### src/rtl/dm_arbiter.sv
// ============================================================================
// Module      : dm_arbiter
// Description : Shares the single-port data memory between the CPU (priority)
//               and a host/debug port, with a wait counter that forces a host
//               slot. Optional stall counter enabled by DM_ARB_STALL_CNT_EN.
// Revision    : 1.0
// ============================================================================
`default_nettype none

module dm_arbiter #(
  parameter int ADDR_W   = 4,
  parameter int DATA_W   = 4,
  parameter int MAX_WAIT = 8
) (
  input  logic              clk,
  input  logic              reset,
  input  logic              cpu_req,
  input  logic              cpu_wren,
  input  logic [ADDR_W-1:0] cpu_addr,
  input  logic [DATA_W-1:0] cpu_wdata,
  output logic              cpu_stall,
  input  logic              host_req,
  input  logic              host_we,
  input  logic [ADDR_W-1:0] host_addr,
  input  logic [DATA_W-1:0] host_wdata,
  output logic              host_gnt,
  output logic [DATA_W-1:0] host_rdata,
  output logic              host_rvalid,
`ifdef DM_ARB_STALL_CNT_EN
  output logic [7:0]        stall_count,
`endif
  output logic [ADDR_W-1:0] mem_addr,
  output logic [DATA_W-1:0] mem_wdata,
  output logic              mem_wren,
  input  logic [DATA_W-1:0] mem_q
);

  localparam logic [3:0] c_max_wait = 4'(MAX_WAIT);

  logic [3:0]        r_wait_cnt;
  logic              r_rd_pend;
  logic [DATA_W-1:0] r_host_rdata;
  logic              w_forced;
  logic              w_host_own;
  logic              w_host_rd;

  // Host owns the memory when starved long enough or when the CPU is idle.
  always_comb begin
    w_forced   = host_req && (r_wait_cnt == c_max_wait);
    w_host_own = !reset && host_req && (w_forced || !cpu_req);
    w_host_rd  = w_host_own && !host_we;
  end

  always_comb begin
    mem_addr  = cpu_addr;
    mem_wdata = cpu_wdata;
    mem_wren  = 1'b0;
    if (w_host_own) begin
      mem_addr  = host_addr;
      mem_wdata = host_wdata;
      mem_wren  = host_we;
    end else if (!reset) begin
      mem_wren  = cpu_req && cpu_wren;
    end
  end

  assign host_gnt    = w_host_own;
  assign cpu_stall   = w_host_own && cpu_req;
  assign host_rvalid = r_rd_pend;
  assign host_rdata  = r_host_rdata;

  // A withdrawn request forfeits its accumulated wait.
  always_ff @(posedge clk) begin
    if (reset) begin
      r_wait_cnt <= 4'd0;
    end else if (w_host_own || !host_req) begin
      r_wait_cnt <= 4'd0;
    end else if (r_wait_cnt != c_max_wait) begin
      r_wait_cnt <= r_wait_cnt + 4'd1;
    end
  end

  // mem_q is valid before the rising edge since memory runs on inverted clk.
  always_ff @(posedge clk) begin
    if (reset) begin
      r_rd_pend    <= 1'b0;
      r_host_rdata <= '0;
    end else begin
      r_rd_pend <= w_host_rd;
      if (w_host_rd) begin
        r_host_rdata <= mem_q;
      end
    end
  end

`ifdef DM_ARB_STALL_CNT_EN
  logic [7:0] r_stall_count;

  always_ff @(posedge clk) begin
    if (reset) begin
      r_stall_count <= 8'd0;
    end else if (cpu_stall && (r_stall_count != 8'hFF)) begin
      r_stall_count <= r_stall_count + 8'd1;
    end
  end

  assign stall_count = r_stall_count;
`endif

endmodule

`default_nettype wire

### config.mk
export PLATFORM = sky130hd
export DESIGN_NAME = dm_arbiter
export DESIGN_NICKNAME = d
export VERILOG_FILES = /design/src/rtl/dm_arbiter.sv
export SDC_FILE = /design/constraint.sdc
export NUM_CORES = 1
export LEC_CHECK = 0
export CAP_MARGIN = 15
export CORE_MARGIN = 5
export CORE_UTILIZATION = 34
export CTS_BUF_LIST = sky130_fd_sc_hd__clkbuf_16
export DETAILED_ROUTE_END_ITERATION = 16
export GPL_TIMING_DRIVEN = 0
export HOLD_SLACK_MARGIN = 0.03
export PLACE_DENSITY = 0.83
export SYNTH_ARGS = -nofsm -noshare
export SYNTH_HDL_FRONTEND = slang
export SYNTH_SLANG_ARGS = --single-unit
### constraint.sdc
create_clock -name clk -period 5.37 [get_ports clk]
set_clock_uncertainty 0.2 [all_clocks]
set_input_delay 1.074 -clock clk [delete_from_list [all_inputs] [get_ports clk]]
set_output_delay 1.074 -clock clk [all_outputs]
set_load 0.005 [all_outputs]
==> results of run 1 <==
worst paths after layout:
check,depth (start not counted),slack (ns),end
min,1,0.31,r_wait_cnt[0]
min reg2reg,1,0.31,r_wait_cnt[0]
max reg2reg,5,3.67,host_rdata[3]
max,6,1.05,mem_wdata[0]
cell usage in the layout (no fill, tap or decap):
master / n
a211o_4: 1
mux2_4: 4
clkbuf_16: 3
xnor2_1: 1
xor2_1: 1
a21oi_1: 1
and2b_1: 3
dfxtp_1: 9
nand3_1: 1
nand2b_1: 1
inv_1: 5
nand4b_1: 1
clkdlybuf4s50_1: 41
nand3b_4: 1
ha_1: 2
buf_4: 1
and3b_1: 1
mux2_2: 9
and2_1: 1
nor2_1: 4
nor2b_1: 1
cell families (layout without fill, tap and decap cells):
group	Yosys count	after routing	share of synthesized area, %
and+or+nand+nor	14	14	18.7
adders and majority gates	2	2	4.74
DFF	9	9	34.1
buffers and inverters	5	50	4.27
muxes	13	13	30.6
AOI/OAI and AO/OA	2	2	4.27
xor gates and xnor gates	2	2	3.32
state kept, by name, summed over array words and instances (netlist names):
signal and cells:
host_rdata 4, r_wait_cnt 4, host_rvalid 1
power by group:
part | total (W) | switching (W) | internal (W) | leakage (nW)
clock | 0.000130 | 0.0000323 | 0.0000973 | 0.0423
combinational | 0.0000469 | 0.0000123 | 0.0000346 | 0.321
sequential | 0.0000699 | 0.00000100 | 0.0000689 | 0.0730
synth_stat cells:
library cell	number	area, µm²
nand3b_4	1	20.0
nor2b_1	1	6.26
and3b_1	1	8.76
mux2_4	4	60.1
xor2_1	1	8.76
xnor2_1	1	8.76
nand2b_1	1	6.26
mux2_2	9	101
inv_1	4	15.0
a211o_4	1	17.5
a21oi_1	1	5.00
nor2_1	4	15.0
buf_4	1	7.51
dfxtp_1	9	180
nand4b_1	1	8.76
ha_1	2	25.0
nand3_1	1	5.00
and2b_1	3	22.5
and2_1	1	6.26
metrics by stage:
| step | total power [W] | hold WS [ns] | cell area [µm²] | cells | utilization [%] |
|---|---|---|---|---|---|
| 6_report | 0.000246 | 0.309 | 1040 | 108 | 69.7 |
| 5_1_grt | 0.000257 | 0.353 | 1040 | 108 | 69.7 |
| 4_1_cts | 0.000248 | 0.325 | 1040 | 108 | 69.7 |
| 3_5_place_dp | 0.000118 | 0.311 | 958 | 104 | 64.4 |
| 3_3_place_gp | 0.000117 | 0.242 | 958 | 104 | 64.4 |
| 2_1_floorplan | 0.0000839 | 0.230 | 528 | 47 | - |
worst max-delay path, cell delays in order:
cell and delay [ns]:
clkdlybuf4s50_1 0.53, nand2b_1 0.23, a21oi_1 0.18, buf_4 0.22
mux2_2 0.34, clkdlybuf4s50_1 0.47
area by class of cell:
type	instances	area (µm²)
repair buffers	41	410
flip-flops and latches	9	180
clock inverters	1	3.75
clock buffers	3	75.1
multi-input cells	33	325
well taps	16	20.0
inverters	4	15.0
plain buffers	1	7.51
fillers	108	452
layer usage:
| metal | up-vias | share of wire, % | routed length (µm) |
|---|---|---|---|
| li1 | 248 | - | - |
| met1 | 242 | 33 | 551 |
| met2 | 11 | 63 | 1050 |
| met3 | 2 | 3.7 | 62 |
| met4 | 0 | 0.71 | 12 |
| met5 | - | 0 | 0 |
==> metrics.txt, run 1 <==
status=completed; GRT met2 Usage=about 29%; cell count after synthesis=between 40 and 50; met3 global-route usage=5.50%; final setup vio count=0; Post-Syn Area=528 µm²; maximum vdd drop=0.261 mV; root buf cell=clkbuf_16; first-pass GRT wire length=2670 µm; Initial DRC Count=8; routability congestion estimate=0.771; mean post-synth cell area=11.2 µm²; kind of critical path=in -> out; pre-CTS WS=approximately 1.1 ns; Remaining DRCs=0; cell row count=14; final wirelength=1680 µm; H-tree depth=1; fin nets=approximately 120; Worst Tran Pin Value=0.244 ns; Hold Buf Count CTS=0; syn nets=75; final number of hold-violating endpoints=0; #FFs+latches synth=9; die width=49.4 µm; detailed placement HPWL=approximately 1400 µm; GRT busiest layer=met2; CP startpoint kind=input pin; Power Density=237 mW/mm²; maxcap violations=0; clk buf depth=2; Final ANT Viol Nets=0; YS warnings=0; TritonCTS Buffers=3; # Post-CTS Setup Buffers=0; number of diodes=0; core area=between 0.001 and 0.0015 mm²; Clk Latency, worst-skew pair=approximately 0.23 ns; clk sink count=9; largest net degree at the start of global routing=11; Top Ports=42; hold path start=r_wait_cnt[0]; Worst-path clk slew=about 0.04 ns; PostCTS Resize Cnt=0; RSZ-0062 raised after global routing=false; Static Leak=0.436 nW; WP data required=4.10 ns; GRT met1 Usage=between 10 and 15%; final setup TNS=0 ns; total global-route track usage=between 10% and 20%; height of the die=between 40 and 50 µm; final setup margin=1.05 ns; final slew viol count=0; initial antenna violation count=0; first drt pass iteration count=4; slew margin rel.=83.7%; Worst EP arrival=approximately 3.0 ns; CTS tree=built; worst min-delay path class=reg -> reg; share of cells above drive strength 1=20.7%; Worst setup EP type=output pin; critical path launch point=reset; Area growth syn-to-layout=96.4%; Die ar.=0.00244 mm²; fmax=0.232 GHz; CP max FO=10; R2R Path Start=r_wait_cnt[0]; period utilization=about four fifths; clock period minus worst slack=4.32 ns; routed vias=503; Synth cell types=19; sequential fraction of the synthesis area=34.1%; vias in the first global route=roughly 540; input/output buffers=41; WL/cell=15.6 µm; vias per std cell=4.66; Initial Util=35.5%; GRT Residual Overflow=0
Note: power is estimated with default switching activity, not from simulation.
==> run 2: changes to the inputs <==
--- a/config.mk
+++ b/config.mk
@@ -7,12 +7,12 @@
 export LEC_CHECK = 0
 export CAP_MARGIN = 15
 export CORE_MARGIN = 5
-export CORE_UTILIZATION = 34
+export CORE_UTILIZATION = 31
 export CTS_BUF_LIST = sky130_fd_sc_hd__clkbuf_16
 export DETAILED_ROUTE_END_ITERATION = 16
 export GPL_TIMING_DRIVEN = 0
 export HOLD_SLACK_MARGIN = 0.03
-export PLACE_DENSITY = 0.83
+export PLACE_DENSITY = 0.76
 export SYNTH_ARGS = -nofsm -noshare
 export SYNTH_HDL_FRONTEND = slang
 export SYNTH_SLANG_ARGS = --single-unit
==> constraint.sdc (replaced) <==
create_clock -name clk -period 4.2 [get_ports clk]
set_clock_uncertainty 0.2 [all_clocks]
set_input_delay 0.84 -clock clk [delete_from_list [all_inputs] [get_ports clk]]
set_output_delay 0.84 -clock clk [all_outputs]
set_load 0.005 [all_outputs]
==> run 2 against run 1 <==
Against the previous run: first-iteration DRC count down 63%; routed wire length down 15%; flip-flop and latch count unchanged; critical path type unchanged; critical endpoint is now mem_addr[1]; sequential power up 28%; worst hold slack worse by 0.036 ns; combinational power up 25%; register-to-register slack worse by 1.2 ns; final area up 0.24%; die area up 7.7%; global-route usage down 2.4 points; non-clock buffer count unchanged; total power up 28%.
==> metrics.txt, run 2 (synthesis results as in run 1) <==
Remaining DRCs=0; Worst EP arrival=2.79 ns; WP data required=between 3 and 4 ns; detailed placement HPWL=1210 µm; root buf cell=clkbuf_16; first-pass GRT wire length=2330 µm; routed vias=488; final wirelength=between 1000 and 1500 µm; H-tree depth=1; Top Ports=42; vias per std cell=4.48; final setup TNS=0 ns; Initial DRC Count=3; maxcap violations=0; initial antenna violation count=0; clk sink count=9; PostCTS Resize Cnt=0; register area=180 µm²; kind of critical path=in -> out; Power Density=304 mW/mm²; maximum vdd drop=approximately 0.19 mV; routability congestion estimate=0.670; cell row count=15; total global-route track usage=12.2%; WL/cell=~13 µm; Area growth syn-to-layout=96.9%; Clk Latency, worst-skew pair=0.24 ns; worst min-delay path class=reg -> reg; commonest non-fill, non-tap cell in the layout=clkdlybuf4s50_1; Worst-path clk slew=0.04 ns; vias in the first global route=529; Initial Util=a little under a third; fillers=between 100 and 150; final non-filler cell total=~110; post-layout power=0.000316 W; fmax=0.261 GHz; number of diodes=0; clk buf depth=2; Design Area, Final=0.00104 mm²; final number of hold-violating endpoints=0; CTS tree=built; CP max FO=10; height of the die=51.3 µm; status=completed; Worst setup EP type=output pin; share of cells above drive strength 1=21.7%; core area=0.00167 mm²; Die ar.=0.00263 mm²; Worst Tran Pin Value=0.218 ns; GRT Residual Overflow=0; period utilization=between 90 and 100%; Hold Buf Count CTS=0; Static Leak=0.435 nW; CP startpoint kind=input pin; TritonCTS Buffers=3; slew margin rel.=85.4%; fin nets=121; RSZ-0062 raised after global routing=false; multi-input logic area=325 µm²; # Post-CTS Setup Buffers=0; most frequent cells in the layout=41 x clkdlybuf4s50_1, 9 x mux2_2, 9 x dfxtp_1; placed cell areas=~960 µm²; input/output buffers=about 40; first drt pass iteration count=4; number of instances in the placed design=105; die width=between 50 and 60 µm; largest net degree at the start of global routing=11; final slew viol count=0; final setup vio count=0; clock period minus worst slack=3.83 ns; Final ANT Viol Nets=0
-- run 2: cell count changes in the layout (fill, tap and decap cells not counted), sizes merged --
cell,previous run,this run
clkinv,0,1
inv,5,4
-- run 2: power by group --
part / leakage [nW] / internal [W] / switching, W
Clock: 0.0409 / 0.000126 / 0.0000430
Sequential: 0.0730 / 0.0000880 / 0.00000114
Combinational: 0.321 / 0.0000441 / 0.0000144
Total: 0.435 / 0.000258 / 0.0000585
-- run 2: worst paths after layout --
check | startpoint | to | slack [ns] | cells past startpoint
max reg2reg | r_wait_cnt[0] | host_rdata[0] | 2.52 | 5
min | r_wait_cnt[0] | r_wait_cnt[0] | 0.27 | 1
min reg2reg | r_wait_cnt[0] | r_wait_cnt[0] | 0.27 | 1
max | reset | mem_addr[1] | 0.37 | 6
-- run 2: through the flow --
stage	util (%)	hold slack, ns	worst slack [ns]
floorplan	-	0.230	1.47
global placement	57.5	0.242	0.359
detailed placement	57.5	0.276	0.331
CTS	62.2	0.286	0.329
global route	62.2	0.308	0.234
finish	62.2	0.273	0.370
-- run 2: per-layer routing --
metal / global-route usage [%] / wire [µm] / vias up
met3: 5.54 / 88 / 6
li1: - / - / 247
met1: 11.3 / 479 / 222
met5: 0 / 0 / -
met2: 22.1 / 825 / 13
met4: 6.55 / 36 / 0
-- run 2: critical path, stage by stage --
cell and delay (ns):
clkdlybuf4s50_1 0.51, nand2b_1 0.22, a21oi_1 0.19, buf_4 0.22, mux2_2 0.35, clkdlybuf4s50_1 0.46
-- run 2: area by class of cell --
| type | instances | share of cell area, % |
|---|---|---|
| Timing Repair Buffer | 41 | 39.5 |
| Inverter | 4 | 1.44 |
| Clock buffer | 3 | 7.22 |
| Buffer | 1 | 0.722 |
| Multi-Input combinational cell | 33 | 31.3 |
| Sequential cell | 9 | 17.3 |
| Clock inverter | 1 | 0.481 |
| Tap cell | 17 | 2.05 |
